$ cat src/rtl/regchk_pkg.sv
// Shared types and width helpers for the register-file checker.
// Entry field widths here set the checker's DATA_WIDTH/REG_ADDR_W defaults.
package regchk_pkg;

  localparam int CHK_DATA_W = 32;
  localparam int CHK_REG_W  = 5;

  typedef enum logic [2:0] {
    IDLE,
    RUN,
    READ,
    CMP,
    DONE
  } state_t;

  typedef struct packed {
    logic [CHK_REG_W-1:0]  reg_num;
    logic [CHK_DATA_W-1:0] val;
  } chk_entry_t;

  function automatic int idx_w(input int n);
    return (n > 1) ? $clog2(n) : 1;
  endfunction

  function automatic int cnt_w(input int n);
    return $clog2(n) + 1;
  endfunction

endpackage

$ cat src/rtl/regchk_table.sv
// Check-table RAM: one synchronous write port, one asynchronous read port.
module regchk_table
  import regchk_pkg::*;
#(
  parameter int NUM_CHECKS = 16
) (
  input  logic                          clock,
  input  logic                          we,
  input  logic [idx_w(NUM_CHECKS)-1:0]  wr_idx,
  input  chk_entry_t                    wr_entry,
  input  logic [idx_w(NUM_CHECKS)-1:0]  rd_idx,
  output chk_entry_t                    rd_entry
);

  chk_entry_t mem [NUM_CHECKS];

  always_ff @(posedge clock) begin
    if (we) mem[wr_idx] <= wr_entry;
  end

  assign rd_entry = mem[rd_idx];

endmodule

$ cat config.mk
export PLATFORM = sky130hd
export DESIGN_NAME = regchk_table
export DESIGN_NICKNAME = d
export VERILOG_FILES = /design/src/rtl/regchk_pkg.sv /design/src/rtl/regchk_table.sv
export SDC_FILE = /design/constraint.sdc
export NUM_CORES = 1
export LEC_CHECK = 0
export CAP_MARGIN = 20
export CORE_UTILIZATION = 45
export DETAILED_ROUTE_END_ITERATION = 12
export SLEW_MARGIN = 20
export SYNTH_ARGS = -nofsm -noshare
export SYNTH_HDL_FRONTEND = slang
export SYNTH_SLANG_ARGS = --single-unit
$ cat constraint.sdc
create_clock -name clock -period 5.25 [get_ports clock]
set_input_delay 1.3125 -clock clock [delete_from_list [all_inputs] [get_ports clock]]
set_output_delay 1.3125 -clock clock [all_outputs]
set_load 0.01 [all_outputs]
==> summary.md <==
The flow ran to the end, and the final reports show no timing, DRC or antenna violations. The average footprint of a synthesized cell is 24.0 sq um, and the number of buffers between clock root and the deepest sink is 3. The first-pass GRT wire length was 70300 um. For the pin with the worst max-slew slack, the measured transition is 800 ps. The tools report the kind of start point of the critical path as an input pin.

The amount of wire on met2 after detailed routing was 22500 um. The repair_antennas step left the layout with diodes totalling 0. Power spread over the standard cell area amounts to 381 nW/um^2. The number of post-CTS setup repair buffers was 0.

TritonCTS built the clock tree. The vertical die dimension was 224 um. Row generation in the floorplan step produced 81 rows. Data arrives at the worst endpoint at 3350 ps. The routed layout has 10100 vias. The library cells used most frequently in the layout, excluding fill and tap cells, are 592 x edfxtp_1, 148 x mux4_2, 81 x clkdlybuf4s50_1, 74 x a22oi_1, 59 x clkbuf_16. Final critical delay including setup and external delays: 4660 ps. The run gives 8.14 nW as the total leakage power. The critical path goes through clkdlybuf4s50_1 -> nor2b_4 -> buf_12 -> a22oi_1 -> nand2_1 -> clkdlybuf4s50_1. The class of the most critical setup path is input pin to output port. Max-cap violations in this run came to 0. Wires add up to 47200 um.

Synthesis handed over a netlist of 926 instances. In this run the worst setup path begins at rd_idx[3]. VDD sags by at most 216 uV. The worst stage delay on the critical path was 610 ps; the number of placed I/O pins was 84.

The maximum fanout along the worst path was 21; the average vias per placed instance was 5.69. The number of instances resized during post-cts repair is 0, and the relative area change from synthesis to final layout is 17.6%. Register with the most flip-flops: mem.

The tightest min-delay check is of the input pin to flip-flop type. The total routing resource utilization after global routing came out at 0.195. The post-synthesis cell type count came out at 17. The buffer cell driving the clock tree root was clkbuf_16. The ratio of cells with drive above 1 in the final layout is 0.254, and the detailed-route wire length on metal 1 is 21400 um.

After clock tree synthesis, the clock-pin slew on the worst setup and hold paths is 60 ps. The total area inside the core boundary comes to 48800 sq um. In the detailed route, the total length drawn on met3 is 2690 um.

Synthesis inferred 592 register bits. Yosys printed 0 warnings. Once detail routing completed, the nets flagged for antenna violations numbered 0. Final hold violation count: 0. Entering global routing, the biggest net connects 38 pins. The share of the yosys chip area belonging to registers is 0.801, and the total of endpoints with negative setup slack in the final report is 0. The critical path's most frequent cell was clkdlybuf4s50_1. At the end of routability-driven placement, the weighted congestion stood at 0.694. Setup repair after global routing left no endpoint under its margin. In this run the cell area of the synthesized design comes to 22200 sq um. The tools report the worst hold slack across all endpoints as 1620 ps. Clock sink count: 592. The run gives 214 MHz as the maximum operating frequency. The residual DRC count came out at 0. The die covers 50200 sq um. The logs give 0 for the number of max-slew violations in the final report and 57 for the clock buffer count from CTS.

The tools report the final net count as 1105. Among all stages on the critical path, the largest delay is contributed by clkdlybuf4s50_1. The H-tree was split into 2 levels.

Hold repair after CTS inserted 0 buffers. For the normalized max-slew margin, the log shows 0.467. The wire length per cell works out to 26.7 um.

Data on the critical path is required at its endpoint by 3940 ps. The number of antenna violations at the first check in global routing was 1. The run gives 5 as the number of search-and-repair iterations in the first detailed-routing pass. For this block, the initial DRC count from the detailed router was 844.

The worst setup path is captured at an output port. The part of the cycle the worst path needs is 0.888, and the half-perimeter wire length after placement is 24000 um. For the initial core utilization, the log shows 0.454. Summed over all layers, the global routing overflow is 0. For the final routed database, the setup TNS stands at 0 ps. Leaving out fill and tap cells, the most frequent cell in the layout is edfxtp_1. When the netlist entered floorplanning its net count stood at 973. The register with the most flip-flops in the layout has 592 of them.

The tools report the start point of the worst min-delay path as wr_entry[29]. The highest metal layer carrying signal wires in the routed design is met5. The largest registers in the layout are mem x592. The floorplan step set the die width to 224 um. Port buffer count: 83. The number of global-route vias before repair is 10600.
metrics by stage:
step	util	instances	setup WS [ps]	total power (W)	area, sq um
floorplan	-	926	406	0.00571	22200
global placement	0.497	1663	591	0.00599	24300
detailed placement	0.497	1663	605	0.00600	24300
CTS	0.535	1769	586	0.0100	26100
global route	0.535	1769	500	0.0103	26100
finish	0.535	1769	587	0.00995	26100
synthesized netlist by cell type:
cell / number / area share
a22oi_1: 74 / 0.025
mux4_2: 148 / 0.15
nor2b_1: 2 / 0.00056
nand3_1: 1 / 0.00023
buf_6: 7 / 0.0036
and2_1: 1 / 0.00028
buf_1: 9 / 0.0015
nand2_1: 38 / 0.0064
or3b_2: 1 / 0.00039
nor3_1: 4 / 0.00090
clkbuf_1: 21 / 0.0036
edfxtp_1: 592 / 0.80
nand2b_1: 2 / 0.00056
nand3b_1: 2 / 0.00068
buf_2: 4 / 0.00090
nor2_1: 13 / 0.0022
buf_4: 7 / 0.0024
final cells by class:
class                           instances  area, sq um
Clock inverter                         29          308
Multi-Input combinational cell        286         4290
Fill cell                            3790        22700
Sequential cell                       592        17800
Timing Repair Buffer                  121         1360
Tap cell                              664          831
Clock buffer                           77         1540
power by group:
group / internal [W] / switching (W) / leakage [nW]
clock network: 0.00239 / 0.00166 / 0.897
logic: 0.000266 / 0.000303 / 1.90
registers: 0.00530 / 0.0000189 / 5.35
total: 0.00796 / 0.00198 / 8.14
layer usage:
| metal | vias up | GRT usage |
|---|---|---|
| li1 | 4268 | - |
| met1 | 5462 | 0.288 |
| met2 | 265 | 0.303 |
| met3 | 62 | 0.0390 |
| met4 | 2 | 0.0437 |
| met5 | - | 0 |
cells by family (layout without fill, tap and decap cells):
kind of cell	Yosys count	after routing	synth area share
compound gates	74	74	0.0250
buf+inv	48	227	0.0119
mux	148	148	0.150
flops	592	592	0.801
simple gates	64	64	0.0122
worst paths after layout:
kind              depth (start not counted)           end  slack, ps
setup / recovery                          6  rd_entry[23]        590
hold / removal                            1    mem[0][29]       1620
worst max-delay path: cells and delay by family:
kind | cells | cell delay [ps]
AND/OR/NAND/NOR | 2 | 500
buffers and inverters | 3 | 1420
AO/OA/AOI/OAI | 1 | 110
(Power assumes the default switching activity.)
